==> src/rtl/beat_timing_generator.sv <==
// Single-clock beat timing generator: digit pulses, blackout, store strobe, scan/action halver.
// Define TIMING_SINGLE_SHOT_EN to let `step` run exactly one beat from the stopped state.
module beat_timing_generator #(
  parameter  int unsigned DIGITS    = 32,
  parameter  int unsigned BO_DIGITS = 4,
  parameter  int unsigned DIV       = 4,
  parameter  int unsigned BEATS     = 4,
  localparam int unsigned BEAT_W    = (BEATS > 1) ? $clog2(BEATS) : 1
) (
  input  logic              w_CLK,
  input  logic              reset,
  input  logic              run,
  input  logic              step,
  output logic [DIGITS-1:0] ps,
  output logic              dot_ce,
  output logic              bo,
  output logic              nbo,
  output logic              xtb,
  output logic              ha,
  output logic              hs,
  output logic [BEAT_W-1:0] beat,
  output logic              beat_start,
  output logic              stopped
);

  localparam int unsigned TOTAL_DIGITS = DIGITS + BO_DIGITS;
  localparam int unsigned SUB_W        = (DIV > 1) ? $clog2(DIV) : 1;
  localparam int unsigned DIGIT_W      = (TOTAL_DIGITS > 1) ? $clog2(TOTAL_DIGITS) : 1;

  typedef enum logic [1:0] {
    ST_STOPPED  = 2'd0,
    ST_RUN      = 2'd1,
    ST_STOPPING = 2'd2
  } state_t;

  state_t               state_q, state_n;
  logic [SUB_W-1:0]     sub_q, sub_n;
  logic [DIGIT_W-1:0]   digit_q, digit_n;
  logic [BEAT_W-1:0]    beat_q, beat_n;

  logic running;
  logic sub_last;
  logic digit_last;
  logic beat_last;
  logic beat_end;
  logic start_single;

  assign running    = (state_q != ST_STOPPED);
  assign sub_last   = (sub_q == SUB_W'(DIV - 1));
  assign digit_last = (digit_q == DIGIT_W'(TOTAL_DIGITS - 1));
  assign beat_last  = (beat_q == BEAT_W'(BEATS - 1));
  assign beat_end   = sub_last && digit_last;

`ifdef TIMING_SINGLE_SHOT_EN
  assign start_single = step;
`else
  logic unused_step;
  assign unused_step  = step;
  assign start_single = 1'b0;
`endif

  // State and counter registers; reset returns to an idle generator at beat 0.
  always_ff @(posedge w_CLK) begin
    if (reset) begin
      state_q <= ST_STOPPED;
      sub_q   <= '0;
      digit_q <= '0;
      beat_q  <= '0;
    end else begin
      state_q <= state_n;
      sub_q   <= sub_n;
      digit_q <= digit_n;
      beat_q  <= beat_n;
    end
  end

  // Next state and counter advance; counters hold at zero while stopped.
  always_comb begin
    state_n = state_q;
    sub_n   = sub_q;
    digit_n = digit_q;
    beat_n  = beat_q;

    if (running) begin
      sub_n = sub_last ? '0 : sub_q + SUB_W'(1);
      if (sub_last) begin
        digit_n = digit_last ? '0 : digit_q + DIGIT_W'(1);
      end
      if (beat_end) begin
        beat_n = beat_last ? '0 : beat_q + BEAT_W'(1);
      end
    end

    unique case (state_q)
      ST_STOPPED: begin
        if (run) begin
          state_n = ST_RUN;
        end else if (start_single) begin
          state_n = ST_STOPPING;
        end
      end
      ST_RUN: begin
        // A drop of run on the final cycle of a beat stops right at that boundary.
        if (!run) begin
          state_n = beat_end ? ST_STOPPED : ST_STOPPING;
        end
      end
      ST_STOPPING: begin
        if (run) begin
          state_n = ST_RUN;
        end else if (beat_end) begin
          state_n = ST_STOPPED;
        end
      end
      default: state_n = ST_STOPPED;
    endcase
  end

  // Output decode straight from registered state, no added latency.
  always_comb begin
    ps = '0;
    for (int unsigned d = 0; d < DIGITS; d++) begin
      ps[d] = running && (digit_q == DIGIT_W'(d));
    end
    bo         = running && (32'(digit_q) >= DIGITS);
    nbo        = running && !bo;
    dot_ce     = running && sub_last;
    beat_start = running && (sub_q == '0) && (digit_q == '0);
    ha         = running && beat_q[0];
    hs         = running && !beat_q[0];
    xtb        = bo && ha;
    beat       = beat_q;
    stopped    = !running;
  end

endmodule

==> config.mk <==
export PLATFORM = sky130hd
export DESIGN_NAME = beat_timing_generator
export DESIGN_NICKNAME = d
export VERILOG_FILES = /design/src/rtl/beat_timing_generator.sv
export SDC_FILE = /design/constraint.sdc
export NUM_CORES = 1
export LEC_CHECK = 0
export BUFFER_PORTS_ARGS = -buffer_cell sky130_fd_sc_hd__buf_2
export CAP_MARGIN = 40
export CORE_UTILIZATION = 47
export DETAILED_ROUTE_END_ITERATION = 10
export PLACE_DENSITY = 0.84
export REMOVE_ABC_BUFFERS = 1
export SLEW_MARGIN = 20
export SYNTH_ARGS = -nofsm -noshare
export SYNTH_HDL_FRONTEND = slang
export SYNTH_SLANG_ARGS = --single-unit
==> constraint.sdc <==
create_clock -name w_CLK -period 4.6 [get_ports w_CLK]
set_input_delay 0.92 -clock w_CLK [delete_from_list [all_inputs] [get_ports w_CLK]]
set_output_delay 0.92 -clock w_CLK [all_outputs]
set_load 0.1 [all_outputs]
## After elaboration in Yosys (flattened, before gate mapping)

Index checks and enable logic that the tools add are counted.

| word-level totals | value |
|---|---|
| bits in registers | 12 |
| input port bits | 4 |
| output and inout port bits | 42 |
| word-level logic and storage cells | 107 |

| operators by class | value |
|---|---|
| add/sub/neg operators | 3 |
| $lt $le $gt $ge | 1 |
| equality and inequality tests | 39 |
| multiplexer cells | 9 |
| reduce and logical (&&, ||, !) cells | 51 |

Operators by type and width:

| cell | count |
|---|---|
| $eq 6x5->1 const B | 16 |
| $eq 6x4->1 const B | 8 |
| $logic_and 1x1->1 | 41 |
| $eq 6x3->1 const B | 4 |
| $mux 2 | 7 |
| $eq 6x2->1 const B | 2 |
| $add 6x1->6 const B | 1 |
| $eq 2x2->1 const B | 3 |
| $eq 6x1->1 const B | 1 |
| $eq 6x6->1 const B | 1 |
| $ge 6x6->1 const B | 1 |
| $logic_not 6->1 | 1 |
| $mux 6 | 1 |
| $pmux 2 s3 | 1 |
| $add 2x1->2 const B | 2 |
| $logic_not 2->1 | 2 |
| $ne 2x2->1 const B | 2 |
| $reduce_and 2->1 | 2 |
| $logic_not 1->1 | 3 |
| $ne 3x3->1 const B | 1 |
| $reduce_and 3->1 | 1 |
| $eq 2x1->1 const B | 1 |
| $reduce_bool 2->1 | 1 |

## Logic depth before layout (Yosys ltp)

| logic depth | value |
|---|---|
| word-level depth | 5 |
| mapped depth | 6 |
| depth with buffers taken out | 6 |

## Least setup slack after synthesis

Ideal clock, no wire load.

| timing path | value |
|---|---|
| path type | register -> output |
| start point | register state_q[1] |
| end point | output ps[15] |
| arrival | 4.241 ns |
| required time | 3.680 ns |
| slack | -0.561 ns |
| cell stages (with the launch flop) | 5 |
| path buffers | 1 |
| cell sequence | dfxtp_1 > or2_2 > inv_1 > buf_1 > nor4_1 |

| between the ends | value |
|---|---|
| cells in the longest elaborated chain, start to end | 2 |

RTL lines:

| item | RTL line | source |
|---|---|---|
| from (decl) | 36 | `state_t state_q, state_n;` |
| from (signal assigned) | 70 | `state_q <= state_n;` |
| $reduce_bool 2->1 | 48 | `assign running = (state_q != ST_STOPPED);` |
| $logic_and 1x1->1 | 123 | `ps[d] = running && (digit_q == DIGIT_W'(d));` |
| to (decl) | 14 | `output logic [DIGITS-1:0] ps,` |

No other way between the ends.

## Final worst setup path

| timing path | value |
|---|---|
| start point | register state_q[1] |
| end point | output ps[20] |

The elaborated chain is that of the path after synthesis.

==> results.txt <==
----------------------------------------------------
[Die]
  Die outline width ... 44.3 µm
  Number of standard-cell rows in the floorplan ... 14
  Number of placed I/O pins ... 46
  Area of the die ... 1960 µm²
  Floorplan Core Area ... 1590 µm²
  Starting density of the core ... 0.527
  Die extent in y ... 44.3 µm

[Synthesis]
  EDFF count, synth ... 0
  Leading area contributor after synthesis ... dfxtp_1
  #FFs+latches synth ... 12
  Gate Count Post-Synth ... 126
  Top post-synthesis cells by area ... dfxtp_1 (29%), nor2_1 (16%), ha_1 (10%)
  Cell variety after synth ... 32
  Synth warnings ... 0
  Most used standard cells in the synthesized netlist ... nor2_1 (35), nand2_1 (16), dfxtp_1 (12), a21oi_1 (9), inv_1 (8)
  Area share of the largest cell type after synthesis ... 0.286
  Most common cell in the netlist ... nor2_1
  Async S/R FF share, synth ... 0
  Dominant synthesized flop cell ... dfxtp_1
  Synthesized area per cell ... 6.66 µm²
  Sequential fraction of the synthesis area ... 0.286
  Combined area of all synthesized cells ... 840 µm²

[Critical path]
  Reg-to-Reg Start ... digit_q[0]
  Sum of buffers and inverters on the critical path ... 2
  Slack of the worst reg-to-reg path ... 2470 ps
  Worst setup SP type ... flip-flop
  Start-to-end type of the worst setup path ... flip-flop to output pin
  Worst endpoint data arrival time ... 2260 ps
  Path depth of the worst reg2reg path ... 5
  Slowest cell delay on critical path ... 490 ps
  Kind of end point of the critical path ... output pin
  Critical R2R Capture ... beat[0]
  Maximum fanout along the worst path ... 15
  Slowest cell on the critical path ... nor3b_1
  Top Family by Delay on Critical Path ... simple AND/OR/NAND/NOR gates
  Cell-by-cell listing of the critical path ... or2_2, inv_1, nor3b_1, nand2_1, nor2_1, buf_2
  Req. time, crit path ... 3680 ps

[Clocking]
  Maximum root-to-sink buffer count ... 2
  Reg clk slew, reported paths ... 80 ps
  Clock buffer count from CTS ... 3
  Post-CTS sizing ... 0
  Number of buffers added to fix hold violations after cts ... 0
  Post-CTS Setup Repair Bufs ... 0
  Clock root buffer ... clkbuf_4
  CTS tree ... done
  CTS H-Tree Depth ... 1
  Clk Latency, worst-skew pair ... 270 ps
  TritonCTS sink count ... 12

[Power and ir drop]
  Maximum vdd drop ... 0.184 mV
  P_leak ... 0.574 nW
  Power density of the placed cells ... 221 nW/µm²

[Run status]
  Run status ... complete, but fails checks
  Failing checks ... design-rule violations

[Global route]
  Overall fraction of global-route tracks in use ... 0.226
  Number of global-route vias before repair ... 750
  Wire length of the first global-routing pass ... 3320 µm
  Pin count of the biggest net entering global routing ... 16
  Number of antenna violations at the first check in global routing ... 0
  Total global routing overflow ... 0

[Route]
  Starting DRT DRC Count ... 35
  Post-route DRC violation count ... 8
  Met3 routed WL ... 181 µm
  First-pass iteration count of the detailed router ... 7
  Overall via count from detail_route ... 960
  Highest Signal Layer ... met4
  Met1 WL ... 937 µm
  Number of nets with antenna violations after detailed routing ... 0
  Wire per inst ... 11.0 µm
  Sum of met2 wire segment lengths after detailed routing ... 976 µm
  Via density ... 5.03
  Final WL ... 2110 µm

[Timing]
  Worst slew margin relative to its limit ... 0.671
  Unrepaired setup endpoints after global routing ... false
  Fin crit period ... 3180 ps
  Post-Route Skew ... 3.65 ps
  Final setup violation count ... 0
  Peak Freq ... 0.315 GHz
  Slack of the critical path ... 1420 ps
  Final setup TNS ... 0 ps
  Final count of hold timing violations ... 0
  Period Utilization, post-route ... 0.691
  Total count of max-transition violations in the final report ... 0
  Actual transition at the worst max-transition pin ... 492 ps

[Flow run]
  Total of max-cap violations ... 0

[Finish]
  Share of cells above drive strength 1 ... 0.293
  Total Nets Final ... 179
  Final non-filler cell total ... 191
  Number of filler instances in the final layout ... 149
  Antenna diode count ... 0
  Layout area overhead ... 30.0%

[Worst hold path]
  Class of the worst hold path ... flip-flop to flip-flop
  Hold_sp ... sub_q[1]
  Worst Hold Depth ... 2
  End of the worst hold path ... sub_q[1]

[Place]
  Detailed placer's ending HPWL ... 1550 µm
  Final estimated routing congestion in global placement ... 0.797
  Post-Place Setup Slack ... 1720 ps
  Placed insts ... 187
  Buffers on Ports ... 44

----------------------------------------------------
## worst max-delay path by stage
stage / startpoint / endpoint / cells past startpoint
floorplan: state_q[1] / ps[15] / 3
global placement: state_q[1] / ps[25] / 6
detailed placement: state_q[0] / ps[20] / 6
CTS: state_q[1] / ps[20] / 6
global route: state_q[1] / ps[17] / 6
finish: state_q[1] / ps[20] / 6
## state kept, by name (all words and copies together), names as in the netlist
name     count
sub_q        2
beat         2
state_q      2
digit_q      6
## report_power, final
group	total, mW	switching [mW]	internal (mW)	leakage [nW]
clock network	0.0840	0.0359	0.0481	0.0210
logic	0.0494	0.0419	0.00748	0.456
registers	0.108	0.00184	0.106	0.0973
total	0.241	0.0796	0.161	0.574
## layout make-up
cell class	count	area, µm²	share of cell area
Tap cell	24	30.0	0.0275
Multi-Input combinational cell	99	534	0.490
Sequential cell	12	240	0.220
Inverter	8	30.0	0.0275
Timing Repair Buffer	44	220	0.202
Clock buffer	4	36.3	0.0333
## per-layer routing
metal,track usage,vias to the layer above
met5,0,-
met4,0.145,0
met3,0.0163,2
met2,0.374,53
met1,0.281,410
li1,-,495
## worst min-delay path, delay by kind of cell (launching register included)
kind | cells | cell delay, ps
and+or+nand+nor | 1 | 60
AOI/OAI and AO/OA | 1 | 50
DFF | 1 | 330
## cell usage in the layout, fill, tap and decap left out, types with 2 or more instances in the layout
cell type	n
nor3_1	3
ha_1	7
and2_1	2
dfxtp_1	12
nor4_1	2
nand4_1	2
buf_2	44
xor2_1	2
inv_1	8
a21oi_1	9
nand3_1	2
clkbuf_4	3
nand2_1	16
and3_1	2
o21ai_0	3
nor2_1	35
## per-stage QoR
step | hold WS (ps) | utilization | cell area (µm²) | power, mW
floorplan | 443 | - | 805 | 0.150
CTS | 480 | 0.684 | 1090 | 0.244
global route | 501 | 0.684 | 1090 | 0.254
finish | 481 | 0.684 | 1090 | 0.241
detailed placement | 468 | 0.662 | 1050 | 0.159
global placement | 460 | 0.662 | 1050 | 0.159
## cells by family (layout without fill, tap and decap cells)
logic type                 Yosys count  count (layout)  share of synthesized area
buffers and inverters               15              56                     0.0775
DFF                                 12              12                      0.286
adders and majority gates            7               7                      0.104
and+or+nand+nor                     74              74                      0.404
AOI/OAI and AO/OA                   16              16                      0.107
xor gates and xnor gates             2               2                     0.0209
(Power assumes the default switching activity.)
